[src/rtl/regfile_read_ctrl.sv]
// regfile_read_ctrl: access controller for an 8 x 16 register file.
// The register file is built from per-word registers that have a load strobe
// and two tri-state read ports (A and B).
//
// Write path (combinational)
//   wr_req, wr_addr, wr_data : write request, index and data
//   load, wr_din             : one-hot load strobe and data to the register Din inputs
//
// Read path (sequenced)
//   rd_req, rd_addr_a/b, rd_ready : read request handshake
//   out_en_a/b                    : one-hot tri-state enables onto the shared read buses
//   bus_a/b                       : shared read buses, driven by the register file
//   op_a/b, op_valid, op_ready    : captured operand pair, valid/ready downstream
//
// Clocking and reset
//   clk, rst_n : rising-edge clock, asynchronous active-low reset
module regfile_read_ctrl #(
  parameter int unsigned DW   = 16,
  parameter int unsigned NREG = 8,
  parameter int unsigned AW   = 3   // must equal $clog2(NREG)
) (
  input  logic            clk,
  input  logic            rst_n,
  input  logic            rd_req,
  input  logic [AW-1:0]   rd_addr_a,
  input  logic [AW-1:0]   rd_addr_b,
  output logic            rd_ready,
  output logic [NREG-1:0] out_en_a,
  output logic [NREG-1:0] out_en_b,
  input  logic [DW-1:0]   bus_a,
  input  logic [DW-1:0]   bus_b,
  output logic [DW-1:0]   op_a,
  output logic [DW-1:0]   op_b,
  output logic            op_valid,
  input  logic            op_ready,
  input  logic            wr_req,
  input  logic [AW-1:0]   wr_addr,
  input  logic [DW-1:0]   wr_data,
  output logic [NREG-1:0] load,
  output logic [DW-1:0]   wr_din
);

  typedef enum logic [1:0] {StIdle, StDrive, StHold} state_e;

  state_e          state_q;
  logic [AW-1:0]   addr_a_q, addr_b_q;
  logic [DW-1:0]   op_a_q, op_b_q;
  logic            op_valid_q;
  logic [NREG-1:0] out_en_a_q, out_en_b_q;
  logic            fwd_a, fwd_b;

  // Write path: pure decode, the register array loads on the next edge.
  always_comb begin
    load = '0;
    if (wr_req) load = NREG'(1) << wr_addr;
  end
  assign wr_din = wr_data;

  always_comb begin
    rd_ready = 1'b0;
    unique case (state_q)
      StIdle:  rd_ready = 1'b1;
      StHold:  rd_ready = op_ready;
      default: rd_ready = 1'b0;
    endcase
  end

  // A write landing on the register being read updates on the capture edge,
  // so the bus still shows the old value: take the write data instead.
  assign fwd_a = wr_req && (wr_addr == addr_a_q);
  assign fwd_b = wr_req && (wr_addr == addr_b_q);

  // Enables are registered and set on entry to StDrive, so they are nonzero
  // for exactly that one cycle and are cleared asynchronously by reset.
  always_ff @(posedge clk or negedge rst_n) begin
    if (!rst_n) begin
      state_q    <= StIdle;
      addr_a_q   <= '0;
      addr_b_q   <= '0;
      op_a_q     <= '0;
      op_b_q     <= '0;
      op_valid_q <= 1'b0;
      out_en_a_q <= '0;
      out_en_b_q <= '0;
    end else begin
      unique case (state_q)
        StIdle: begin
          if (rd_req) begin
            addr_a_q   <= rd_addr_a;
            addr_b_q   <= rd_addr_b;
            out_en_a_q <= NREG'(1) << rd_addr_a;
            out_en_b_q <= NREG'(1) << rd_addr_b;
            state_q    <= StDrive;
          end
        end
        StDrive: begin
          op_a_q     <= fwd_a ? wr_data : bus_a;
          op_b_q     <= fwd_b ? wr_data : bus_b;
          op_valid_q <= 1'b1;
          out_en_a_q <= '0;
          out_en_b_q <= '0;
          state_q    <= StHold;
        end
        StHold: begin
          if (op_ready) begin
            op_valid_q <= 1'b0;
            if (rd_req) begin
              addr_a_q   <= rd_addr_a;
              addr_b_q   <= rd_addr_b;
              out_en_a_q <= NREG'(1) << rd_addr_a;
              out_en_b_q <= NREG'(1) << rd_addr_b;
              state_q    <= StDrive;
            end else begin
              state_q <= StIdle;
            end
          end
        end
        default: begin
          out_en_a_q <= '0;
          out_en_b_q <= '0;
          op_valid_q <= 1'b0;
          state_q    <= StIdle;
        end
      endcase
    end
  end

  assign out_en_a = out_en_a_q;
  assign out_en_b = out_en_b_q;
  assign op_a     = op_a_q;
  assign op_b     = op_b_q;
  assign op_valid = op_valid_q;

endmodule

[config.mk]
export PLATFORM = sky130hd
export DESIGN_NAME = regfile_read_ctrl
export DESIGN_NICKNAME = d
export VERILOG_FILES = /design/src/rtl/regfile_read_ctrl.sv
export SDC_FILE = /design/constraint.sdc
export NUM_CORES = 1
export LEC_CHECK = 0
export BUFFER_PORTS_ARGS = -buffer_cell sky130_fd_sc_hd__buf_2
export CORE_AREA = 8 8 109 111
export CTS_BUF_LIST = sky130_fd_sc_hd__clkbuf_2 sky130_fd_sc_hd__clkbuf_4 sky130_fd_sc_hd__clkbuf_8
export DETAILED_ROUTE_END_ITERATION = 12
export DIE_AREA = 0 0 117 119
export GPL_ROUTABILITY_DRIVEN = 0
export SYNTH_ARGS = -nofsm -noshare
export SYNTH_HDL_FRONTEND = slang
export SYNTH_SLANG_ARGS = --single-unit
[constraint.sdc]
create_clock -name clk -period 1.8 [get_ports clk]
set_clock_uncertainty 0.1 [all_clocks]
set_input_delay 0.36 -clock clk [delete_from_list [all_inputs] [get_ports clk]]
set_output_delay 0.36 -clock clk [all_outputs]
set_load 0.03 [all_outputs]
==> results of run 1 <==
[sequential cells by signal (all words and copies together), names as in the netlist]
register  flops
op_a         16
op_b         16
out_en_a      8
out_en_b      8
addr_a_q      3
addr_b_q      3
state_q       2
op_valid      1
[final timing paths]
| kind | start | endpoint |
|---|---|---|
| hold / removal | bus_b[4] | op_b[4]$_DFFE_PN0P_ |
| setup reg to reg | addr_a_q[2]$_DFFE_PN0P_ | op_a[13]$_DFFE_PN0P_ |
| setup / recovery | state_q[1]$_DFFE_PN0P_ | rd_ready |
| hold reg to reg | op_valid$_DFFE_PN0P_ | op_valid$_DFFE_PN0P_ |
| max in group asynchronous | rst_n | addr_a_q[2]$_DFFE_PN0P_ |
| min in group asynchronous | rst_n | op_a[13]$_DFFE_PN0P_ |
[through the flow]
stage	total power [mW]	std cells	hold slack, ns	setup WS, ns
global placement	4.48	590	0.290	0.0483
finish	6.00	608	0.175	0.0773
floorplan	3.71	352	-0.0356	0.204
detailed placement	4.53	590	0.288	-0.00634
CTS	6.04	608	0.169	0.0292
global route	6.32	608	0.171	0.00812
[synthesized netlist by cell type, types with 3 or more instances]
master                     count  share of area (%)
sky130_fd_sc_hd__xnor2_1       3               0.78
sky130_fd_sc_hd__o41ai_1      32                8.4
sky130_fd_sc_hd__nand4_1      38                7.1
sky130_fd_sc_hd__dfrtp_1      57                 43
sky130_fd_sc_hd__buf_4        19                4.3
sky130_fd_sc_hd__nand2b_1      4               0.75
sky130_fd_sc_hd__xnor2_2       3                1.5
sky130_fd_sc_hd__nor2b_1       4               0.75
sky130_fd_sc_hd__a21oi_1      16                2.4
sky130_fd_sc_hd__buf_6         6                2.0
sky130_fd_sc_hd__a31oi_1      32                6.0
sky130_fd_sc_hd__mux2_4        6                2.7
sky130_fd_sc_hd__xor2_2        4                1.9
sky130_fd_sc_hd__and2_1       16                3.0
sky130_fd_sc_hd__nand2_1       4               0.45
sky130_fd_sc_hd__buf_2        10                1.5
sky130_fd_sc_hd__o21ai_0      17                2.5
sky130_fd_sc_hd__nor2_1       42                4.7
sky130_fd_sc_hd__clkbuf_1     14                1.6
sky130_fd_sc_hd__nand4b_1      6                1.6
[repair_timing]
action	4_1_cts	5_1_grt
setup endpoints to repair	1	1
gates resized for setup	1	1
hold buffers	1	0
setup buffers	1	0
hold endpoints to repair	57	0
[power by group through the flow]
stage	sequential (mW)	clock (mW)	combinational, mW
after floorplan	2.58	0	1.13
after global placement	1.91	0	2.56
after detailed placement	1.92	0	2.60
after CTS	1.90	1.52	2.62
after global routing	1.94	1.59	2.79
final	1.89	1.50	2.61
[metal layers]
| layer | vias up | global-route usage (%) | routed length [µm] |
|---|---|---|---|
| met3 | 22 | 4.85 | 1170 |
| met4 | 0 | 6.97 | 292 |
| met1 | 1578 | 19.7 | 4800 |
| li1 | 1544 | - | - |
| met5 | - | 0 | 0 |
| met2 | 174 | 25.6 | 5110 |
[placed cells by master (no fill, tap or decap), types with 3 or more instances in the layout]
cell / count
sky130_fd_sc_hd__nor2b_1: 4
sky130_fd_sc_hd__nand4b_1: 6
sky130_fd_sc_hd__nand2_1: 4
sky130_fd_sc_hd__and2_1: 16
sky130_fd_sc_hd__clkbuf_8: 10
sky130_fd_sc_hd__buf_12: 3
sky130_fd_sc_hd__a31oi_1: 32
sky130_fd_sc_hd__nand4_1: 38
sky130_fd_sc_hd__o21ai_0: 17
sky130_fd_sc_hd__nor2_1: 42
sky130_fd_sc_hd__buf_2: 134
sky130_fd_sc_hd__a21oi_1: 16
sky130_fd_sc_hd__o41ai_1: 32
sky130_fd_sc_hd__bufinv_16: 3
sky130_fd_sc_hd__xor2_2: 4
sky130_fd_sc_hd__xnor2_2: 3
sky130_fd_sc_hd__dfrtp_1: 57
sky130_fd_sc_hd__buf_4: 15
sky130_fd_sc_hd__nand2b_1: 4
sky130_fd_sc_hd__mux2_4: 6
sky130_fd_sc_hd__xnor2_1: 3
[kinds of logic (layout without fill, tap and decap cells)]
logic type	after synthesis	count (layout)
buffers and inverters	53	173
xor gates and xnor gates	12	12
AOI/OAI and AO/OA	99	99
DFF	57	57
muxes	6	6
and+or+nand+nor	125	125
[worst reg2reg max path, cell delays in order, from the launching register on]
cell and delay (ns):
sky130_fd_sc_hd__dfrtp_1 0.45, sky130_fd_sc_hd__xnor2_2 0.59, sky130_fd_sc_hd__nand4_1 0.24, sky130_fd_sc_hd__a31oi_1 0.22
[area by class of cell]
cell class / count / share of cell area [%]
clock inverter: 5 / 2.37
multi-input combinational: 242 / 37.1
clock buffer: 11 / 3.35
timing repair buffer: 154 / 20.0
tap: 136 / 3.93
inverter: 3 / 0.260
sequential: 57 / 33.0
==> PnR_summary.wiki, run 1 <==
{| class="wikitable"
! Metric !! Value
|-
| DRT Pass-1 Iters || 5
|-
| Antenna-violating nets left || 0
|-
| Average cell area after synthesis || 9.52 µm²
|-
| Final hold violations || 0
|-
| Cells traversed along the worst timing path || nor2b_4 -> buf_6 -> nor2_1 -> buf_4
|-
| Number of levels in the clock H-tree || 3
|-
| Final nets || 529
|-
| Area of the die || 0.0139 mm²
|-
| Combinational share of power || 43.5%
|-
| Initial antenna violation count || 0
|-
| Crit path max-delay cell type || sky130_fd_sc_hd__dfrtp_1
|-
| Required time of the critical path || around 1.3 ns
|-
| Clock group share of total power || 24.9%
|-
| Unrepaired setup endpoints after global routing || false
|-
| CTS buffer count || 9
|-
| Worst-case headroom to the max-slew limit || 46.5%
|-
| Number of warnings issued by yosys || 0
|-
| Class of the most critical setup path || register to primary output
|-
| Post-synth EDFFs || 0
|-
| Biggest cell delay along the critical path || 0.39 ns
|-
| Die H || ~120 µm
|-
| Switching Power || about 2.6 mW
|-
| Final core utilization || around 43%
|-
| Data arrival time of the critical path || 1.26 ns
|-
| Crit path time final || 1.72 ns
|-
| TritonCTS clock tree || built
|-
| Source-to-sink clock delay at the later pin of the worst-skew pair || 0.33 ns
|-
| Clock transition at the registers of the reported paths || 0.07 ns
|-
| Run status || finished, final reports clean
|-
| Leakage power total || 1.91 nW
|-
| Path type of the worst min-delay path || input pin to register
|-
| Crit start category || register
|-
| Slack of the worst reg-to-reg path || roughly 0.13 ns
|-
| Placement-stage cell area || slightly above 0.004 mm²
|-
| Register bit count reported by yosys || 57
|-
| Largest vdd supply drop || 443 µV
|-
| Largest net degree at the start of global routing || 66
|-
| Area growth from synthesis to layout || 29.2%
|-
| Number of clock sinks || between 50 and 60
|-
| Drt initial violations || approximately 170
|-
| Count of unique library cells instantiated by Yosys || 33
|-
| Most common flop cell mapped by yosys || sky130_fd_sc_hd__dfrtp_1
|-
| Max-cap viol count || 0
|-
| Horizontal die dimension || between 100 and 150 µm
|-
| Post-route design area || 0.00433 mm²
|-
| Number of vias per cell || 5.46
|-
| Total number of cells along the worst setup path || 4
|-
| Number of max-slew violations in the final report || 0
|-
| Switching power as a share of total power || a little over two fifths
|-
| Drc violations || 0
|-
| FF/Latch Area || approximately 0.0014 mm²
|-
| Total gr overflow || 0
|-
| Area share of xor/xnor cells in the synthesized design || 4.71%
|-
| Syn Inst Count || 352
|-
| Total core area || 0.0101 mm²
|-
| Number of buffers and inverters on the critical path || 2
|-
| Avg WL per Cell || 18.7 µm
|-
| Vias in the first global route || 3,407
|-
| DP HPWL || 8270 µm
|-
| Critical Path Fanout Max || 19
|-
| Bufs on Longest Clock Path || 2
|-
| Wire length of the first global-routing pass || ~18,000 µm
|-
| Overall track demand over capacity in global routing || 16.1%
|-
| Post-synthesis mux area share || approximately 2.7%
|-
| Simple-gate portion of the synthesized area || 20.5%
|-
| Total Wirelength || 11,400 µm
|-
| Row Count || 37
|-
| Sequential fraction of the synthesis area || 42.6%
|-
| Root buffer cell || sky130_fd_sc_hd__clkbuf_8
|-
| Count of final setup violators || 0
|-
| Total internal power || around 3.4 mW
|-
| Endpoint type of the worst setup path || primary output
|-
| Fraction of the mapped netlist area in adder cells || 0%
|-
| Power per standard cell area || 1390 mW/mm²
|-
| Synthesized Nets || 414
|-
| Post-synthesis compound-gate area fraction || 19.7%
|-
| Port bufs || between 100 and 150
|-
| Reg power frac || a little under a third
|-
| Fraction of final layout cells with drive strength greater than 1 || 39.6%
|-
| Async set or reset register ratio after synthesis || 100%
|-
| Area of the multi-input gates || 0.00161 mm²
|-
| Number of inserted filler cells in the final layout || between 1,000 and 1,500
|-
| Setup TNS || 0 ns
|-
| Antenna Diode Count || 0
|-
| Cell area after technology mapping || 0.00335 mm²
|-
| Slew at the pin with the worst max-slew slack || 0.803 ns
|-
| Overall via count from detail_route || 3,318
|-
| Effective utilization at floorplan || 33.2%
|-
| Maximum frequency from static timing analysis || 580 MHz
|-
| Combinational family with the most area after synthesis || simple AND/OR/NAND/NOR gates
|-
| Delay-heaviest family, CP || flip-flops
|-
| Ratio of final minimum period to clock period || 95.7%
|-
| Register-to-Register Path Depth || 3
|-
| Ports placed on the boundary || 136
|-
| Cells on Worst Hold Path || 3
|}
No activity file was read; power rests on OpenSTA's default activity.
==> inputs of run 2 (changes only) <==
- PLACE_DENSITY_LB_ADDON: not set -> 0.05
- REMOVE_ABC_BUFFERS: not set -> 1
==> run 2 against run 1 <==
Net effect:
- critical path depth did not move
- clock power decreased by 30%
- sequential share of layout area grew 0.55 points
- largest power group unchanged
- highest routed layer unchanged
==> PnR_summary.wiki, run 2 (same netlist as run 1, synthesis figures left out) <==
{| class="wikitable"
! Metric !! Value
|-
| Die H || ~120 µm
|-
| Power per standard cell area || 1300 mW/mm²
|-
| Class of the most critical setup path || register to primary output
|-
| Slack of the worst reg-to-reg path || 0.13 ns
|-
| Leading cell type in the layout, fill and taps excluded || sky130_fd_sc_hd__buf_2
|-
| Cell Count Post-Placement || 589
|-
| Antenna-violating nets left || 0
|-
| Avg WL per Cell || 18.9 µm
|-
| Worst Setup SP || state_q[1]$_DFFE_PN0P_
|-
| Critical path capture point || rd_ready
|-
| Horizontal die dimension || 117 µm
|-
| Area growth from synthesis to layout || 27.0%
|-
| Total gr overflow || 0
|-
| Number of vias per cell || 5.31
|-
| Maximum frequency from static timing analysis || 591 MHz
|-
| CTS buffer count || 9
|-
| Unrepaired setup endpoints after global routing || false
|-
| Critical Path Fanout Max || 19
|-
| Overall via count from detail_route || between 3,000 and 4,000
|-
| Register-to-Register Path Depth || 3
|-
| Area of the die || 0.0139 mm²
|-
| Number of max-slew violations in the final report || 0
|-
| Max-cap viol count || 0
|-
| Final nets || 528
|-
| Slew at the pin with the worst max-slew slack || 0.827 ns
|-
| Cells on Worst Hold Path || 3
|-
| Root buffer cell || sky130_fd_sc_hd__clkbuf_8
|-
| Crit start category || register
|-
| Crit path time final || 1.69 ns
|-
| Data arrival time of the critical path || 1.23 ns
|-
| Final hold violations || 0
|-
| Vias in the first global route || around 3,300
|-
| Count of final setup violators || 0
|-
| Ports placed on the boundary || approximately 140
|-
| Required time of the critical path || 1.34 ns
|-
| Number of levels in the clock H-tree || 3
|-
| Antenna Diode Count || 0
|-
| Port bufs || between 100 and 150
|-
| Ratio of final minimum period to clock period || between 90% and 100%
|-
| Clock transition at the registers of the reported paths || 0.07 ns
|-
| Overall track demand over capacity in global routing || 16.1%
|-
| Effective utilization at floorplan || 33.2%
|-
| Bufs on Longest Clock Path || 2
|-
| DRT Pass-1 Iters || 4
|-
| Path type of the worst min-delay path || input pin to register
|-
| DP HPWL || 8160 µm
|-
| Endpoint type of the worst setup path || primary output
|-
| Worst r2r dst || op_a[7]$_DFFE_PN0P_
|-
| Run status || finished, final reports clean
|-
| Highest-count cells in the layout ignoring fill and taps || sky130_fd_sc_hd__buf_2, sky130_fd_sc_hd__dfrtp_1, sky130_fd_sc_hd__nor2_1, sky130_fd_sc_hd__nand4_1
|-
| Number of standard cells in the final layout excluding fillers || 607
|-
| Fraction of final layout cells with drive strength greater than 1 || 39.3%
|-
| Placement-stage cell area || 0.00403 mm²
|-
| Row Count || 37
|-
| Source-to-sink clock delay at the later pin of the worst-skew pair || 0.33 ns
|-
| Leakage power total || about 1.9 nW
|-
| Drt initial violations || 95
|-
| Number of clock sinks || 57
|-
| Number of inserted filler cells in the final layout || 1,071
|-
| Drc violations || 0
|-
| Worst-case headroom to the max-slew limit || 44.8%
|-
| Area of the multi-input gates || 0.00163 mm²
|-
| Wire length of the first global-routing pass || about 18,000 µm
|-
| Total Wirelength || approximately 11,000 µm
|-
| Post-route design area || 0.00426 mm²
|-
| Beginning of the worst register-to-register path || addr_a_q[1]$_DFFE_PN0P_
|-
| Initial antenna violation count || 0
|-
| Total core area || 0.0101 mm²
|-
| TritonCTS clock tree || built
|-
| FF/Latch Area || 0.00143 mm²
|-
| Largest net degree at the start of global routing || 61
|-
| Largest vdd supply drop || 370 µV
|}
## run 2: layer usage
| layer | part of all wire [%] | GRT usage, % | up-vias |
|---|---|---|---|
| met4 | 1.0 | 5.04 | 0 |
| met3 | 7.4 | 3.94 | 10 |
| met2 | 47 | 24.9 | 110 |
| met5 | 0 | 0 | - |
| met1 | 45 | 21.6 | 1562 |
| li1 | - | - | 1542 |
## run 2: area by class of cell
class | count | share of cell area (%)
multi-input combinational | 242 | 38.4
timing repair buffer | 153 | 19.9
tap | 136 | 4.00
clock inverter | 4 | 0.470
clock buffer | 12 | 3.44
inverter | 3 | 0.265
sequential | 57 | 33.5
## run 2: worst min path at each step
stage / startpoint / endpoint
6_report: bus_b[5] / op_b[5]$_DFFE_PN0P_
5_1_grt: bus_b[8] / op_b[8]$_DFFE_PN0P_
4_1_cts: bus_b[3] / op_b[3]$_DFFE_PN0P_
3_5_place_dp: rst_n / op_b[4]$_DFFE_PN0P_
3_3_place_gp: rst_n / op_b[4]$_DFFE_PN0P_
2_1_floorplan: rst_n / addr_a_q[0]$_DFFE_PN0P_
## run 2: worst max-delay path, cell delays in order, from the launching register on
cell                      delay (ns)
sky130_fd_sc_hd__dfrtp_1        0.38
sky130_fd_sc_hd__nor2b_4        0.14
sky130_fd_sc_hd__buf_8          0.15
sky130_fd_sc_hd__nor2_2         0.08
sky130_fd_sc_hd__buf_4          0.16
## run 2: where the power goes
part           internal, mW  switching [mW]
Combinational         0.803            1.79
Clock                 0.537           0.514
Sequential             1.66           0.247
## run 2: repair_timing
action | 4_1_cts | 5_1_grt
buffers inserted | 1 | 0
hold buffers | 1 | 0
gates resized for setup | 2 | 6
setup endpoints to repair | 1 | 9
endpoints found under the hold margin | 57 | 0
## run 2: metrics by stage
| step | power, mW | hold slack [ns] | utilization (%) | setup slack (ns) | TNS [ns] |
|---|---|---|---|---|---|
| 4_1_cts | 5.57 | 0.164 | 41.8 | 0.0323 | 0 |
| 3_5_place_dp | 4.50 | 0.297 | 39.9 | -0.0260 | -0.240 |
| 5_1_grt | 5.87 | 0.172 | 42.2 | 0.00278 | 0 |
| 3_3_place_gp | 4.48 | 0.302 | 39.9 | -0.0384 | -0.325 |
| 2_1_floorplan | 3.50 | -0.0356 | - | -0.397 | -12.54 |
| 6_report | 5.54 | 0.182 | 42.2 | 0.108 | 0 |
==> inputs of run 3 (changes only) <==
- RECOVER_POWER: not set -> 100
==> run 3 against run 2 <==
Net effect:
- first-iteration DRC count rose by 24%
- global-route usage did not move
- register-to-register slack barely moved
- count of clock-buffer cells in the layout did not move
- cell count did not move
- fmax fell by 0.19%
- power fell by 2.4%
- worst setup slack got worse by 0.0033 ns
- core utilization fell by 1.3 points
- critical path type unchanged
- largest cell class unchanged
- highest routed layer unchanged
==> PnR_summary.wiki, run 3 (same netlist as run 1, synthesis figures left out) <==
{| class="wikitable"
! Metric !! Value
|-
| Max-cap viol count || 0
|-
| Data arrival time of the critical path || roughly 1.2 ns
|-
| Endpoint type of the worst setup path || primary output
|-
| Row Count || 37
|-
| Wire length of the first global-routing pass || 17,600 µm
|-
| Overall track demand over capacity in global routing || between 15 and 20%
|-
| Leakage power total || 1.63 nW
|-
| Antenna Diode Count || 0
|-
| Pwr Total || 5.41 mW
|-
| Power per standard cell area || 1310 mW/mm²
|-
| Number of max-slew violations in the final report || 0
|-
| Total core area || 0.0101 mm²
|-
| Final hold violations || 0
|-
| Worst Hold Path EP || op_b[5]$_DFFE_PN0P_
|-
| Drc violations || 0
|-
| Bufs on Longest Clock Path || 2
|-
| Post-route design area || about 0.0041 mm²
|-
| Required time of the critical path || 1.34 ns
|-
| DRT Pass-1 Iters || 4
|-
| Horizontal die dimension || between 100 and 150 µm
|-
| Crit path max-delay cell type || sky130_fd_sc_hd__dfrtp_1
|-
| Placement-stage cell area || 0.00403 mm²
|-
| Run status || finished, final reports clean
|-
| Number of clock sinks || 57
|-
| Unrepaired setup endpoints after global routing || false
|-
| Leading cell type in the layout, fill and taps excluded || sky130_fd_sc_hd__clkbuf_1
|-
| Fraction of final layout cells with drive strength greater than 1 || 22.7%
|-
| TritonCTS clock tree || built
|-
| Total gr overflow || 0
|-
| Final nets || 528
|-
| Port bufs || approximately 140
|-
| Register-to-Register Path Depth || 3
|-
| Delay-heaviest family, CP || flip-flops
|-
| Overall via count from detail_route || 3,233
|-
| Effective utilization at floorplan || 33.2%
|-
| Number of inserted filler cells in the final layout || 1,113
|-
| Worst-case headroom to the max-slew limit || between 40% and 50%
|-
| Cells traversed along the worst timing path || nor2b_4 -> buf_8 -> nor2_2 -> buf_4
|-
| Initial antenna violation count || 0
|-
| Number of buffers and inverters on the critical path || 2
|-
| Class of the most critical setup path || register to primary output
|-
| Number of vias per cell || 5.33
|-
| Highest-count cells in the layout ignoring fill and taps || sky130_fd_sc_hd__clkbuf_1, sky130_fd_sc_hd__buf_2, sky130_fd_sc_hd__dfrtp_1, sky130_fd_sc_hd__nor2_1, sky130_fd_sc_hd__nand4_1
|-
| Ports placed on the boundary || ~140
|-
| Area growth from synthesis to layout || 23.2%
|-
| Path type of the worst min-delay path || input pin to register
|-
| Biggest cell delay along the critical path || 0.38 ns
|-
| Area of the multi-input gates || between 0.0015 and 0.002 mm²
|-
| Largest vdd supply drop || between 300 and 400 µV
|-
| DP HPWL || 8160 µm
|-
| Clock transition at the registers of the reported paths || 0.07 ns
|-
| Ratio of final minimum period to clock period || between 90 and 100%
|-
| Source-to-sink clock delay at the later pin of the worst-skew pair || ~0.33 ns
|-
| Slack of the worst reg-to-reg path || 0.12 ns
|-
| Fin worst setup slack || around 0.10 ns
|-
| Antenna-violating nets left || 0
|-
| Crit start category || register
|-
| Largest net degree at the start of global routing || 61
|-
| Drt initial violations || 118
|-
| Die H || between 100 and 150 µm
|-
| Vias in the first global route || 3,271
|-
| Slew at the pin with the worst max-slew slack || 0.858 ns
|-
| Number of levels in the clock H-tree || 3
|-
| Hold path start || bus_b[5]
|-
| FF/Latch Area || 0.00143 mm²
|-
| Crit path time final || 1.70 ns
|-
| Root buffer cell || sky130_fd_sc_hd__clkbuf_8
|-
| Setup WS pre-CTS || -0.0260 ns
|-
| Count of final setup violators || 0
|-
| Cells on Worst Hold Path || 3
|-
| Area of the die || roughly 0.014 mm²
|-
| Beginning of the worst register-to-register path || addr_a_q[2]$_DFFE_PN0P_
|-
| CTS buffer count || 9
|-
| Critical Path Fanout Max || 19
|-
| Worst r2r dst || op_a[7]$_DFFE_PN0P_
|-
| Avg WL per Cell || 18.9 µm
|-
| Maximum frequency from static timing analysis || just under 600 MHz
|-
| Total Wirelength || 11,500 µm
|}
run 3: worst max-delay path by stage:
| stage | start | to | slack, ns | depth (start not counted) |
|---|---|---|---|---|
| 2_1_floorplan | state_q[0]$_DFFE_PN0P_ | op_a[14]$_DFFE_PN0P_ | -0.40 | 2 |
| 3_5_place_dp | wr_addr[0] | op_a[7]$_DFFE_PN0P_ | -0.03 | 4 |
| 4_1_cts | state_q[1]$_DFFE_PN0P_ | rd_ready | 0.03 | 4 |
| 3_3_place_gp | wr_addr[0] | op_a[12]$_DFFE_PN0P_ | -0.04 | 4 |
| 5_1_grt | addr_a_q[1]$_DFFE_PN0P_ | op_a[4]$_DFFE_PN0P_ | 0.007 | 3 |
| 6_report | state_q[1]$_DFFE_PN0P_ | rd_ready | 0.10 | 4 |
run 3: timing repair:
item	4_1_cts	5_1_grt
hold buffers	1	0
setup buffers	1	0
cloned	0	0
endpoints found under the setup margin	1	9
resized for setup	2	6
hold endpoints to repair	57	0
run 3: per-stage QoR:
step | TNS (ns) | hold slack [ns] | util (%) | instances
6_report | 0 | 0.179 | 40.9 | 607
5_1_grt | 0 | 0.172 | 40.9 | 607
4_1_cts | 0 | 0.164 | 41.8 | 607
3_5_place_dp | -0.240 | 0.297 | 39.9 | 589
3_3_place_gp | -0.325 | 0.302 | 39.9 | 589
2_1_floorplan | -12.54 | -0.0356 | - | 302
run 3: layout make-up:
| cell class | count | area share (%) |
|---|---|---|
| flip-flops and latches | 57 | 34.6 |
| well taps | 136 | 4.12 |
| clock inverters | 4 | 0.485 |
| inverters | 3 | 0.273 |
| clock buffers | 12 | 3.55 |
| multi-input cells | 242 | 39.0 |
| repair buffers | 153 | 18.0 |
run 3: worst min-delay path, cell delays in order:
cell and delay, ns:
sky130_fd_sc_hd__buf_2 0.09, sky130_fd_sc_hd__o41ai_1 0.05, sky130_fd_sc_hd__a31oi_1 0.07
run 3: report_power, final:
group | total [mW] | leakage [nW] | switching (mW) | internal [mW]
clock | 1.05 | 0.0942 | 0.514 | 0.537
combinational | 2.44 | 0.861 | 1.79 | 0.659
sequential | 1.92 | 0.676 | 0.258 | 1.66
total | 5.41 | 1.63 | 2.56 | 2.85
run 3: per-layer routing:
layer,part of all wire [%],wire length (µm),GRT usage (%),up-vias
met2,47,5370,24.9,124
li1,-,-,-,1544
met1,44,5090,21.6,1555
met5,0,0,0,-
met4,1.0,116,5.04,0
met3,7.9,904,3.94,10
